File: src/rtl/multicycle_controller_pkg.sv
// Shared types and encodings for the multicycle ARM main controller:
// state enumeration, control-word layout and the state decode helpers.
package arm_ctrl_pkg;

    typedef enum logic [3:0] {
        FETCH    = 4'd0,
        DECODE   = 4'd1,
        MEMADR   = 4'd2,
        MEMREAD  = 4'd3,
        MEMWB    = 4'd4,
        MEMWRITE = 4'd5,
        EXECUTER = 4'd6,
        EXECUTEI = 4'd7,
        ALUWB    = 4'd8,
        BRANCH   = 4'd9
    } statetype_t;

    localparam logic [1:0] OP_DP  = 2'b00;
    localparam logic [1:0] OP_MEM = 2'b01;
    localparam logic [1:0] OP_BR  = 2'b10;

    localparam logic [3:0] CMD_ADD = 4'b0100;
    localparam logic [3:0] CMD_SUB = 4'b0010;
    localparam logic [3:0] CMD_AND = 4'b0000;
    localparam logic [3:0] CMD_ORR = 4'b1100;

    localparam logic [1:0] ALU_ADD = 2'b00;
    localparam logic [1:0] ALU_SUB = 2'b01;
    localparam logic [1:0] ALU_AND = 2'b10;
    localparam logic [1:0] ALU_ORR = 2'b11;

    localparam logic [1:0] RES_ALUOUT    = 2'b00;
    localparam logic [1:0] RES_DATA      = 2'b01;
    localparam logic [1:0] RES_ALURESULT = 2'b10;

    localparam logic [1:0] SRCB_RD2    = 2'b00;
    localparam logic [1:0] SRCB_EXTIMM = 2'b01;
    localparam logic [1:0] SRCB_FOUR   = 2'b10;

    // Raw per-state control word; branch and aluop never leave the controller.
    typedef struct packed {
        logic       irwrite;
        logic       nextpc;
        logic       regw;
        logic       memw;
        logic       branch;
        logic       aluop;
        logic       adrsrc;
        logic [1:0] resultsrc;
        logic       alusrca;
        logic [1:0] alusrcb;
    } ctrl_t;

    function automatic ctrl_t state_ctrl(input statetype_t s);
        ctrl_t c;
        c = '0;
        case (s)
            FETCH: begin
                c.irwrite   = 1'b1;
                c.nextpc    = 1'b1;
                c.alusrca   = 1'b1;
                c.alusrcb   = SRCB_FOUR;
                c.resultsrc = RES_ALURESULT;
            end
            DECODE: begin
                c.alusrca   = 1'b1;
                c.alusrcb   = SRCB_FOUR;
                c.resultsrc = RES_ALURESULT;
            end
            MEMADR:   c.alusrcb = SRCB_EXTIMM;
            MEMREAD:  c.adrsrc  = 1'b1;
            MEMWB: begin
                c.resultsrc = RES_DATA;
                c.regw      = 1'b1;
            end
            MEMWRITE: begin
                c.adrsrc = 1'b1;
                c.memw   = 1'b1;
            end
            EXECUTER: c.aluop = 1'b1;
            EXECUTEI: begin
                c.alusrcb = SRCB_EXTIMM;
                c.aluop   = 1'b1;
            end
            ALUWB:    c.regw = 1'b1;
            BRANCH: begin
                c.alusrcb   = SRCB_EXTIMM;
                c.resultsrc = RES_ALURESULT;
                c.branch    = 1'b1;
            end
            default:  c = '0;
        endcase
        return c;
    endfunction

    // Op=11 is undefined and falls straight back to FETCH without side effects.
    function automatic statetype_t next_state(input statetype_t s,
                                              input logic [1:0] op,
                                              input logic [5:0] funct);
        statetype_t n;
        n = FETCH;
        case (s)
            FETCH: n = DECODE;
            DECODE: begin
                case (op)
                    OP_MEM:  n = MEMADR;
                    OP_DP:   n = funct[5] ? EXECUTEI : EXECUTER;
                    OP_BR:   n = BRANCH;
                    default: n = FETCH;
                endcase
            end
            MEMADR:   n = funct[0] ? MEMREAD : MEMWRITE;
            MEMREAD:  n = MEMWB;
            EXECUTER: n = ALUWB;
            EXECUTEI: n = ALUWB;
            default:  n = FETCH;
        endcase
        return n;
    endfunction

endpackage

File: src/rtl/multicycle_controller_if.sv
// Instruction-field inputs and datapath control outputs of the main controller.
// The controller is the master; the datapath is the slave.
interface multicycle_controller_if;
    logic [1:0] Op;
    logic [5:0] Funct;
    logic [3:0] Rd;
    logic       PCS;
    logic       NextPC;
    logic       RegW;
    logic       MemW;
    logic [1:0] FlagW;
    logic       IRWrite;
    logic       AdrSrc;
    logic [1:0] ResultSrc;
    logic       ALUSrcA;
    logic [1:0] ALUSrcB;
    logic [1:0] ALUControl;
    logic [1:0] ImmSrc;
    logic [1:0] RegSrc;

    modport master (
        input  Op, Funct, Rd,
        output PCS, NextPC, RegW, MemW, FlagW, IRWrite, AdrSrc, ResultSrc,
               ALUSrcA, ALUSrcB, ALUControl, ImmSrc, RegSrc
    );

    modport slave (
        output Op, Funct, Rd,
        input  PCS, NextPC, RegW, MemW, FlagW, IRWrite, AdrSrc, ResultSrc,
               ALUSrcA, ALUSrcB, ALUControl, ImmSrc, RegSrc
    );
endinterface

File: src/rtl/multicycle_controller_main_fsm.sv
// Instruction sequencer: state register plus a control word registered
// from the next state, so every control output comes straight from a flop.
module main_fsm
    import arm_ctrl_pkg::*;
(
    input  logic       clk,
    input  logic       reset,
    input  logic [1:0] op,
    input  logic [5:0] funct,
    output statetype_t state,
    output ctrl_t      ctrl
);

    always_ff @(posedge clk or posedge reset) begin
        if (reset) begin
            state <= FETCH;
            ctrl  <= state_ctrl(FETCH);
        end else begin
            state <= next_state(state, op, funct);
            ctrl  <= state_ctrl(next_state(state, op, funct));
        end
    end

endmodule

File: src/rtl/multicycle_controller.sv
// Multicycle ARM main controller: sequencer plus ALU decode, PC-source and
// immediate/register source selects. Write strobes are forced low while reset is high.
module multicycle_controller
    import arm_ctrl_pkg::*;
#(
    parameter logic [3:0] PC_REG = 4'd15
) (
    input  logic                    clk,
    input  logic                    reset,
    multicycle_controller_if.master bus,
    output statetype_t              state
);

    ctrl_t      ctrl;
    logic [3:0] cmd;
    logic       s_bit;
    logic [1:0] alu_control;
    logic [1:0] flag_w;

    main_fsm u_main_fsm (
        .clk   (clk),
        .reset (reset),
        .op    (bus.Op),
        .funct (bus.Funct),
        .state (state),
        .ctrl  (ctrl)
    );

    assign cmd   = bus.Funct[4:1];
    assign s_bit = bus.Funct[0];

    // Only ADD/SUB touch C and V; unknown commands fall back to ADD and never set flags.
    always_comb begin
        alu_control = ALU_ADD;
        flag_w      = 2'b00;
        if (ctrl.aluop) begin
            case (cmd)
                CMD_ADD: begin
                    alu_control = ALU_ADD;
                    flag_w      = {s_bit, s_bit};
                end
                CMD_SUB: begin
                    alu_control = ALU_SUB;
                    flag_w      = {s_bit, s_bit};
                end
                CMD_AND: begin
                    alu_control = ALU_AND;
                    flag_w      = {s_bit, 1'b0};
                end
                CMD_ORR: begin
                    alu_control = ALU_ORR;
                    flag_w      = {s_bit, 1'b0};
                end
                default: begin
                    alu_control = ALU_ADD;
                    flag_w      = 2'b00;
                end
            endcase
        end
    end

    assign bus.IRWrite    = ctrl.irwrite & ~reset;
    assign bus.NextPC     = ctrl.nextpc & ~reset;
    assign bus.RegW       = ctrl.regw & ~reset;
    assign bus.MemW       = ctrl.memw & ~reset;
    assign bus.FlagW      = flag_w & {2{~reset}};
    assign bus.PCS        = ~reset & (ctrl.branch | (ctrl.regw & (bus.Rd == PC_REG)));

    assign bus.AdrSrc     = ctrl.adrsrc;
    assign bus.ResultSrc  = ctrl.resultsrc;
    assign bus.ALUSrcA    = ctrl.alusrca;
    assign bus.ALUSrcB    = ctrl.alusrcb;
    assign bus.ALUControl = alu_control;
    assign bus.ImmSrc     = bus.Op;
    assign bus.RegSrc     = {bus.Op == OP_MEM, bus.Op == OP_BR};

endmodule

File: src/flat_wrapper.sv
// flat-port wrapper written by rule: the top's interface ports become plain ports
module multicycle_controller_flat import arm_ctrl_pkg::*;
#(
    parameter logic [3:0] PC_REG = 4'd15
)
  (clk, reset, state, bus_Op, bus_Funct, bus_Rd, bus_PCS, bus_NextPC, bus_RegW, bus_MemW, bus_FlagW, bus_IRWrite, bus_AdrSrc, bus_ResultSrc, bus_ALUSrcA, bus_ALUSrcB, bus_ALUControl, bus_ImmSrc, bus_RegSrc);
  multicycle_controller_if bus_i ();
  input  logic clk;
  input  logic reset;
  output statetype_t state;
  input wire logic [$bits(bus_i.Op)-1:0] bus_Op;
  input wire logic [$bits(bus_i.Funct)-1:0] bus_Funct;
  input wire logic [$bits(bus_i.Rd)-1:0] bus_Rd;
  output wire logic [$bits(bus_i.PCS)-1:0] bus_PCS;
  output wire logic [$bits(bus_i.NextPC)-1:0] bus_NextPC;
  output wire logic [$bits(bus_i.RegW)-1:0] bus_RegW;
  output wire logic [$bits(bus_i.MemW)-1:0] bus_MemW;
  output wire logic [$bits(bus_i.FlagW)-1:0] bus_FlagW;
  output wire logic [$bits(bus_i.IRWrite)-1:0] bus_IRWrite;
  output wire logic [$bits(bus_i.AdrSrc)-1:0] bus_AdrSrc;
  output wire logic [$bits(bus_i.ResultSrc)-1:0] bus_ResultSrc;
  output wire logic [$bits(bus_i.ALUSrcA)-1:0] bus_ALUSrcA;
  output wire logic [$bits(bus_i.ALUSrcB)-1:0] bus_ALUSrcB;
  output wire logic [$bits(bus_i.ALUControl)-1:0] bus_ALUControl;
  output wire logic [$bits(bus_i.ImmSrc)-1:0] bus_ImmSrc;
  output wire logic [$bits(bus_i.RegSrc)-1:0] bus_RegSrc;
  assign bus_i.Op = bus_Op;
  assign bus_i.Funct = bus_Funct;
  assign bus_i.Rd = bus_Rd;
  assign bus_PCS = bus_i.PCS;
  assign bus_NextPC = bus_i.NextPC;
  assign bus_RegW = bus_i.RegW;
  assign bus_MemW = bus_i.MemW;
  assign bus_FlagW = bus_i.FlagW;
  assign bus_IRWrite = bus_i.IRWrite;
  assign bus_AdrSrc = bus_i.AdrSrc;
  assign bus_ResultSrc = bus_i.ResultSrc;
  assign bus_ALUSrcA = bus_i.ALUSrcA;
  assign bus_ALUSrcB = bus_i.ALUSrcB;
  assign bus_ALUControl = bus_i.ALUControl;
  assign bus_ImmSrc = bus_i.ImmSrc;
  assign bus_RegSrc = bus_i.RegSrc;
  multicycle_controller #(.PC_REG(PC_REG)) u_core (.clk(clk), .reset(reset), .bus(bus_i), .state(state));
endmodule
File: config.mk
export PLATFORM = sky130hd
export DESIGN_NAME = multicycle_controller_flat
export DESIGN_NICKNAME = d
export VERILOG_FILES = /design/src/rtl/multicycle_controller_pkg.sv /design/src/rtl/multicycle_controller_if.sv /design/src/rtl/multicycle_controller_main_fsm.sv /design/src/rtl/multicycle_controller.sv /design/src/flat_wrapper.sv
export SDC_FILE = /design/constraint.sdc
export NUM_CORES = 1
export LEC_CHECK = 0
export CAP_MARGIN = 15
export CORE_MARGIN = 3
export CORE_UTILIZATION = 59
export CTS_CLUSTER_SIZE = 24
export DETAILED_ROUTE_END_ITERATION = 8
export DONT_BUFFER_PORTS = 1
export PLACE_DENSITY_LB_ADDON = 0.25
export SLEW_MARGIN = 20
export SYNTH_ARGS = -nofsm -noshare
export SYNTH_HDL_FRONTEND = slang
export SYNTH_SLANG_ARGS = --single-unit
File: constraint.sdc
create_clock -name clk -period 2 [get_ports clk]
set_clock_uncertainty 0.15 [all_clocks]
set_input_delay 0.3 -clock clk [delete_from_list [all_inputs] [get_ports clk]]
set_output_delay 0.3 -clock clk [all_outputs]
set_load 0.005 [all_outputs]
After elaboration in Yosys (flattened, before gate mapping)

Index checks and enable logic that the tools add are counted.

Bits in registers: 16
Output and inout port bits: 23
Logic and storage cells: 70

Bitwise logic cells: 9
Reduce and logical (&&, ||, !) cells: 13
Muxes and demuxes: 17
Equality and inequality tests: 20

Operators by type and width:

| operator                                      | count |
|---|---|
| == test 4 x 3 -> 1 bit, second input constant | 7 |
| == test 4 x 2 -> 1 bit, second input constant | 5 |
| case mux 4 bit (5 select lines)               | 1 |
| == test 4 bit, second input constant          | 4 |
| OR reduction 2 bit                            | 7 |
| zero test 4 bit                               | 3 |
| case mux 2 bit (2 select lines)               | 3 |
| case mux 4 bit (3 select lines)               | 1 |
| == test 4 x 1 -> 1 bit, second input constant | 2 |
| 2-to-1 mux 1 bit                              | 7 |
| AND 1 bit                                     | 6 |
| 2-to-1 mux 2 bit                              | 3 |
| case mux 2 bit (3 select lines)               | 1 |
| OR reduction 3 bit                            | 2 |
| 2-to-1 mux 3 bit                              | 1 |
| AND 2 bit                                     | 1 |
| == test 2 x 1 -> 1 bit, second input constant | 1 |
| == test 2 bit, second input constant          | 1 |
| zero test 2 bit                               | 1 |
| NOT 1 bit                                     | 1 |
| bitwise OR 1 bit                              | 1 |

Logic depth before layout (Yosys ltp)

Gate-level depths: netlist of the first run.

Depth in word-level cells: 6
Depth in mapped cells: 4
Depth with buffers taken out: 3

Modules after synthesis

Synthesis of the first run repeated with hierarchy kept, for this count alone.

Cells, all modules: 74
Area, all modules: 767.0 µm²

By module, submodules not included:

| module                | sequential area each (µm²) | cells an instance | area an instance (µm²) | times used |
|---|---|---|---|---|
| main_fsm              | 380.4                      | 51                | 609.3                  | 1 |
| multicycle_controller | 0.0                        | 23                | 157.7                  | 1 |

Least setup slack after synthesis of the first run

No wires, ideal clock.

Kind: reg-to-reg
Start point: register u_core.u_main_fsm.state[0]
End point: register u_core.u_main_fsm.ctrl[0] (netlist name)
Period minus slack after synthesis: 1541 ps
Slack: 459 ps
Arrival time: 1260 ps
Cell stages (with the launch flop): 5
Library setup time: 132 ps
Path through: dfrtp_1 > buf_6 > or4b_4 > o2bb2ai_4 > o22ai_2

Word-level cells in the longest chain between the ends: 6
Elaborated cells on any way between the ends: 16
Those cells by class: eq/ne (9); mux (2); reduce/logical (5)

Ends and longest elaborated chain:

| item                                                                      | line                                 | source |
|---|---|---|
| start: declaration                                                        | multicycle_controller_main_fsm.sv:10 | `output statetype_t state,` |
| start signal: assignment                                                  | multicycle_controller_main_fsm.sv:19 | `state <= next_state(state, op, funct);` |
| == test 4 x 3 -> 1 bit                                                    | multicycle_controller_pkg.sv:102     | `case (s)` |
| OR reduction 2 bit (no source line)                                       | -                                    |  |
| case mux 4 bit (5 select lines) (*)                                       | multicycle_controller_pkg.sv:102     |  |
| == test 4 bit, or another cell as far along                               | multicycle_controller_pkg.sv:57      | `case (s)` |
| OR reduction 3 bit (no source line) or OR reduction 2 bit (tied branches) | -                                    |  |
| case mux 2 bit (2 select lines) (*)                                       | multicycle_controller_pkg.sv:57      |  |

Mark *: on every way between the ends. The rest lies on a longest branch, timed or not.

Worst setup path in the final report of the first run

Start point: input reset
End point: output bus_FlagW[1]

Word-level cells in the longest chain between the ends: 2

Ends and longest elaborated chain:

| item               | line                        | source |
|---|---|---|
| start: declaration | flat_wrapper.sv:9           | `input logic reset;` |
| NOT 1 bit          | multicycle_controller.sv:66 | `assign bus.FlagW = flag_w & {2{~reset}};` |
| AND 2 bit          | multicycle_controller.sv:66 |  |
| end: declaration   | flat_wrapper.sv:18          | `output wire logic [$bits(bus_i.FlagW)-1:0] bus_FlagW;` |

No other way between the ends.

==> PnR_summary.wiki, run 1 <==
{| class="wikitable"
! Metric !! Value
|-
| Setup Crit Path Kind || input port to output port
|-
| GR met1 Demand/Resource || 22.55%
|-
| Post-Synthesis Mean Instance Area || 9.979 µm²
|-
| Syn Inst Count || 82
|-
| Net count of the finished layout || 97
|-
| Global-route wire length before repair || 2456 µm
|-
| Vias after detailed routing || 591
|-
| Number of standard-cell rows in the floorplan || 12
|-
| Setup repair after global routing missed its margin || false
|-
| Top library cells by usage in the layout, fill and taps aside || sky130_fd_sc_hd__nor2_1, sky130_fd_sc_hd__dfrtp_1, sky130_fd_sc_hd__nor2b_1
|-
| Die extent in y || 43.24 µm
|-
| Number of clock sinks || 15
|-
| Maximum vdd ir drop || 1.003 mV
|-
| # diodes || 0
|-
| Overall fraction of global-route tracks in use || 17.94%
|-
| Maximum number of pins on one net before global-route repair || 16
|-
| Global route hottest layer || met2
|-
| Number of search-and-repair iterations in the first detailed-routing pass || 4
|-
| Critical path's largest stage delay || 0.55 ns
|-
| Number of vias per cell || 6.156
|-
| Cell Area, Synth || 818.3 µm²
|-
| Leakage power figure || 0.3722 nW
|-
| Final number of setup-violating endpoints || 0
|-
| Max-cap check violation count || 0
|-
| EDFF count, synth || 0
|-
| Highest attainable clock frequency || 0.5662 GHz
|-
| Most common flop cell mapped by yosys || sky130_fd_sc_hd__dfrtp_1
|-
| Fin crit period || 1.766 ns
|-
| Post-synth ARST share || 100.0%
|-
| Final Slew Violations || 0
|-
| Top cell type by total area after synthesis || sky130_fd_sc_hd__dfrtp_1
|-
| Share of layout cells above drive strength 1 || 17.07%
|-
| Startpoint class of the critical path || input port
|-
| Post-synthesis net count || 96
|-
| Ordered list of cells on the worst path || dlygate4sd3_1, inv_1, nand3b_1, a211oi_1
|-
| Worst hold-check slack || 0.09079 ns
|-
| Post-CTS sizing || 0
|-
| Antenna violations before repair || 0
|-
| TritonCTS Buffers || 3
|-
| Number of DRC markers after the initial detailed-route iteration || 33
|-
| Vias in the first global route || 518
|-
| Run status || completed
|-
| Register area share after synthesis || 46.48%
|-
| Worst Hold Class || input port to register
|-
| Master of the slowest instance on the critical path || sky130_fd_sc_hd__dlygate4sd3_1
|-
| Number of buffers inserted by port buffering || 0
|-
| Final Hold Vio Count || 0
|-
| Yosys cell types || 32
|-
| M2 GR Usage || 28.02%
|-
| Number of setup buffers added after CTS || 0
|-
| Reg clk slew, reported paths || 0.08 ns
|-
| Initial standard-cell utilization of the core || 68.13%
|-
| YS warnings || 0
|-
| Die Footprint || 1870 µm²
|-
| Summed negative setup slack over all endpoints || 0 ns
|-
| Routed Wire Length || 1620 µm
|-
| Overflow left after global routing || 0
|-
| Post-synth top area share || 33.64%
|-
| Area of the core || 1201 µm²
|-
| Post-synthesis register bit count || 15
|-
| Number of hold buffers added after cts || 4
|-
| Clock tree from TritonCTS || yes
|-
| Most area-consuming cells after synthesis || sky130_fd_sc_hd__dfrtp_1, sky130_fd_sc_hd__dfstp_2, sky130_fd_sc_hd__buf_4
|-
| HPWL Detailed || 1148 µm
|-
| Power density over cell area || 1344 nW/µm²
|-
| Crit path arrival time || 1.32 ns
|-
| Routed wire length per instance || 16.88 µm
|-
| Required time of the critical path || 1.55 ns
|-
| Synthesis-to-layout area growth || 3.058%
|-
| GR met3 Demand/Resource || 8.475%
|-
| Max H-tree Level || 1
|-
| Root buffer cell || sky130_fd_sc_hd__clkbuf_4
|-
| Highest fanout seen on the critical path || 5
|-
| Clock insertion delay at the later pin of the skew report || 0.29 ns
|-
| CP Capture Type || output port
|-
| Overall die width || 43.24 µm
|-
| Final estimated routing congestion in global placement || 0.8727
|-
| Maximum buffer depth of the clock tree || 2
|-
| Slew margin rel. || 74.85%
|-
| Final period utilization || 88.31%
|-
| Post-detailed-route count of antenna-violating nets || 0
|-
| DRC viols || 0
|-
| Transition time at the pin with the least slew margin || 0.3759 ns
|-
| Boundary Pins || 37
|}
==> where the power goes <==
group	internal, mW	switching, mW
Combinational	0.176	0.204
Clock	0.0745	0.102
Sequential	0.446	0.131
==> sequential cells by signal (all words and copies together) (netlist names) <==
register                 flops
u_core.u_main_fsm.ctrl      11
u_core.u_main_fsm.state      4
==> cells in the mapped netlist, types with 2 or more instances <==
cell type,instances
sky130_fd_sc_hd__dfrtp_1,11
sky130_fd_sc_hd__nor2_1,11
sky130_fd_sc_hd__buf_4,7
sky130_fd_sc_hd__nor2b_1,7
sky130_fd_sc_hd__inv_1,5
sky130_fd_sc_hd__dfstp_2,4
sky130_fd_sc_hd__a22oi_1,3
sky130_fd_sc_hd__nand2_1,3
sky130_fd_sc_hd__nand3b_1,3
sky130_fd_sc_hd__nor3_1,3
sky130_fd_sc_hd__o21ai_0,3
sky130_fd_sc_hd__and2_1,2
==> metrics by stage <==
step | std cells | area (µm²) | total power [mW] | setup slack (ns) | utilization, %
after floorplan | 82 | 818.3 | 0.9320 | 0.4587 | -
after global placement | 88 | 775.7 | 0.9274 | 0.4455 | 64.58
after detailed placement | 88 | 775.7 | 0.9501 | 0.4087 | 64.58
after CTS | 96 | 843.3 | 1.133 | 0.2254 | 70.21
after global routing | 96 | 843.3 | 1.205 | 0.1851 | 70.21
final | 96 | 843.3 | 1.134 | 0.2338 | 70.21
==> cells by family (layout without fill, tap and decap cells) <==
family / Yosys count / count (layout) / synth area share, %
simple gates: 37 / 37 / 25.99
buf+inv: 14 / 14 / 10.55
flops: 15 / 15 / 46.48
compound gates: 15 / 15 / 15.90
xor+xnor: 1 / 1 / 1.071
==> worst paths after layout <==
| check | start | end | slack, ns | depth (start not counted) |
|---|---|---|---|---|
| max in group asynchronous | reset | u_core.u_main_fsm.ctrl[1] | 1.14 | 3 |
| worst max register to register | u_core.u_main_fsm.state[0] | u_core.u_main_fsm.ctrl[0] | 0.38 | 3 |
| worst min-delay path | bus_Op[0] | u_core.u_main_fsm.state[0] | 0.09 | 3 |
| worst max-delay path | reset | bus_FlagW[1] | 0.23 | 4 |
| worst min register to register | u_core.u_main_fsm.state[3] | u_core.u_main_fsm.ctrl[9] | 0.47 | 1 |
| min in group asynchronous | reset | u_core.u_main_fsm.ctrl[5] | 0.32 | 3 |
==> area by class of cell <==
class                   count  area, µm²
fillers                    93      357.8
inverters                   5      18.77
clock inverters             1      5.005
flip-flops and latches     15      380.4
well taps                  14      17.52
multi-input cells          53      351.6
clock buffers               3      22.52
repair buffers              5      47.55
==> worst max-delay path: cells and delay by family <==
family	cells	cell delay, ns
AOI/OAI and AO/OA	1	0.30
buffers and inverters	2	0.62
and+or+nand+nor	1	0.09
==> routing by layer <==
layer / wire length [µm] / vias up
li1: - / 274
met1: 629 / 281
met2: 811 / 34
met3: 170 / 2
met4: 9 / 0
met5: 0 / -
(Power assumes the default switching activity.)
==> run 2, diff against run 1 <==
- ABC_AREA: default -> 0
- SETUP_SLACK_MARGIN: default -> 0.1
==> results of run 2 <==
No change in the layout: final DEF, timing and power equal those of run 1.
==> run 3, diff against run 2 <==
- CAP_MARGIN: 15 -> 20
- CTS_CLUSTER_DIAMETER: default -> 120
- clock period: 2 -> 1.7 ns (I/O delays scaled with it)
==> PnR_summary.wiki, run 3 (synthesis gave the netlist of run 1 again) <==
{| class="wikitable"
! Metric !! Value
|-
| Run status || completed
|-
| Number of clock sinks || 15
|-
| NetSw || 0.5303 mW
|-
| Number of DRC markers after the initial detailed-route iteration || 33
|-
| Cell count after placement || 92
|-
| Master of the slowest instance on the critical path || sky130_fd_sc_hd__dfrtp_1
|-
| Top library cells by usage in the layout, fill and taps aside || sky130_fd_sc_hd__nor2_1, sky130_fd_sc_hd__dfrtp_1, sky130_fd_sc_hd__nor2b_1
|-
| Number of buffers inserted by port buffering || 0
|-
| Worst hold-check slack || 0.04365 ns
|-
| Overall fraction of global-route tracks in use || 19.22%
|-
| Crit path arrival time || 1.14 ns
|-
| Combinational group share of total power || 43.4%
|-
| Registers with the most flip-flops || u_core.u_main_fsm.ctrl x11, u_core.u_main_fsm.state x4
|-
| Routed Wire Length || 1716 µm
|-
| Routed wire length per instance || 17.16 µm
|-
| Worst Hold Class || input port to register
|-
| Overall power || 1.411 mW
|-
| Final Slew Violations || 0
|-
| Clock insertion delay at the later pin of the skew report || 0.29 ns
|-
| Final estimated routing congestion in global placement || 0.8916
|-
| Setup repair after global routing missed its margin || false
|-
| Max H-tree Level || 1
|-
| Transition time at the pin with the least slew margin || 0.3597 ns
|-
| Root buffer cell || sky130_fd_sc_hd__clkbuf_4
|-
| Summed negative setup slack over all endpoints || 0 ns
|-
| Overall die width || 43.24 µm
|-
| Vias after detailed routing || 635
|-
| Final Instance Count excl. Fillers || 100
|-
| Net count of the finished layout || 101
|-
| Reg clk slew, reported paths || 0.08 ns
|-
| Maximum buffer depth of the clock tree || 2
|-
| Highest fanout seen on the critical path || 3
|-
| TritonCTS Buffers || 3
|-
| Switching Share || 37.58%
|-
| Flip-flop count of the largest register after layout || 11
|-
| Register with the most flip-flops || u_core.u_main_fsm.ctrl
|-
| Antenna violations before repair || 0
|-
| Number of standard-cell rows in the floorplan || 12
|-
| Die Footprint || 1870 µm²
|-
| Area of combinational cells with multiple inputs || 361.6 µm²
|-
| Setup Crit Path Kind || register to output port
|-
| Number of search-and-repair iterations in the first detailed-routing pass || 5
|-
| DRC viols || 0
|-
| Final period utilization || 91.11%
|-
| Final number of setup-violating endpoints || 0
|-
| Combined flip-flop and latch cell area || 380.4 µm²
|-
| Final Hold Vio Count || 0
|-
| Overflow left after global routing || 0
|-
| Required time of the critical path || 1.29 ns
|-
| Global-route wire length before repair || 2704 µm
|-
| Leakage power figure || 0.3922 nW
|-
| Boundary Pins || 37
|-
| CP Capture Type || output port
|-
| Maximum number of pins on one net before global-route repair || 16
|-
| Highest attainable clock frequency || 0.6456 GHz
|-
| Fin crit period || 1.549 ns
|-
| Maximum vdd ir drop || 0.8590 mV
|-
| HPWL Detailed || 1206 µm
|-
| Critical path's largest stage delay || 0.33 ns
|-
| Post-Place Cell Area || 805.8 µm²
|-
| Slew margin rel. || 75.93%
|-
| # diodes || 0
|-
| Die extent in y || 43.24 µm
|-
| Initial standard-cell utilization of the core || 68.13%
|-
| Share of layout cells above drive strength 1 || 22.09%
|-
| Clock group share of total power || 14.8%
|-
| Seq pwr share || 41.8%
|-
| Number of vias per cell || 6.350
|-
| Cell-internal power || 0.8806 mW
|-
| Synthesis-to-layout area growth || 7.798%
|-
| Post-detailed-route count of antenna-violating nets || 0
|-
| Clock tree from TritonCTS || yes
|-
| Max-cap check violation count || 0
|-
| Power density over cell area || 1599 nW/µm²
|-
| Vias in the first global route || 599
|-
| Finished Cell Area || 882.1 µm²
|-
| Number of setup buffers added after CTS || 0
|-
| Area of the core || 1201 µm²
|-
| Startpoint class of the critical path || register
|-
| Fill cell total of the finished layout || 91
|-
| Ordered list of cells on the worst path || nand2b_1, nand3b_1, a211oi_2
|}
run 3: area by class of cell:
cell class	instances	area share (%)
Clock buffer	4	2.979
Inverter	5	2.128
Multi-Input combinational cell	53	40.99
Sequential cell	15	43.12
Tap cell	14	1.986
Timing Repair Buffer	9	8.794
run 3: timing repair:
item / in CTS / in global routing
resized for setup: 1 / 1
hold endpoints to repair: 21 / 0
hold buffers: 4 / 0
pin swaps: 0 / 1
gates cloned: 0 / 0
setup endpoints to repair: 1 / 2
run 3: power groups by stage:
stage	clock (mW)	combinational [mW]	sequential, mW
final	0.209	0.613	0.589
after global routing	0.220	0.676	0.604
after floorplan	0	0.475	0.622
after detailed placement	0	0.588	0.598
after global placement	0	0.570	0.590
after CTS	0.200	0.604	0.591
run 3: worst max-delay path, delay by kind of cell, from the launching register on:
kind / cells / cell delay, ns
DFF: 1 / 0.33
AOI/OAI and AO/OA: 1 / 0.22
and+or+nand+nor: 2 / 0.30
run 3: path summary, 6_finish.rpt:
| path | end | slack (ns) | depth (start not counted) | from |
|---|---|---|---|---|
| setup reg to reg | u_core.u_main_fsm.ctrl[0] | 0.26 | 3 | u_core.u_main_fsm.state[0] |
| hold / removal | u_core.u_main_fsm.state[0] | 0.04 | 3 | bus_Op[0] |
| hold reg to reg | u_core.u_main_fsm.ctrl[8] | 0.43 | 2 | u_core.u_main_fsm.state[2] |
| max in group asynchronous | u_core.u_main_fsm.ctrl[2] | 0.89 | 3 | reset |
| setup / recovery | bus_FlagW[1] | 0.15 | 3 | u_core.u_main_fsm.ctrl[6] |
| min in group asynchronous | u_core.u_main_fsm.ctrl[9] | 0.26 | 3 | reset |
run 3: stage by stage:
| stage | util (%) | worst slack, ns |
|---|---|---|
| floorplan | - | 0.1587 |
| global placement | 67.08 | 0.2953 |
| detailed placement | 67.08 | 0.2704 |
| CTS | 73.02 | 0.1315 |
| global route | 73.44 | 0.1066 |
| finish | 73.44 | 0.1512 |
run 3: metal layers:
metal  vias to the layer above  part of all wire (%)  routed length (µm)  global-route usage [%]
li1                        282                     -                   -                       -
met1                       300                    38                 648                   24.54
met2                        47                    49                 844                   31.27
met3                         6                    11                 191                   4.237
met4                         0                   1.8                  31                   7.229
met5                         -                     0                   0                       0
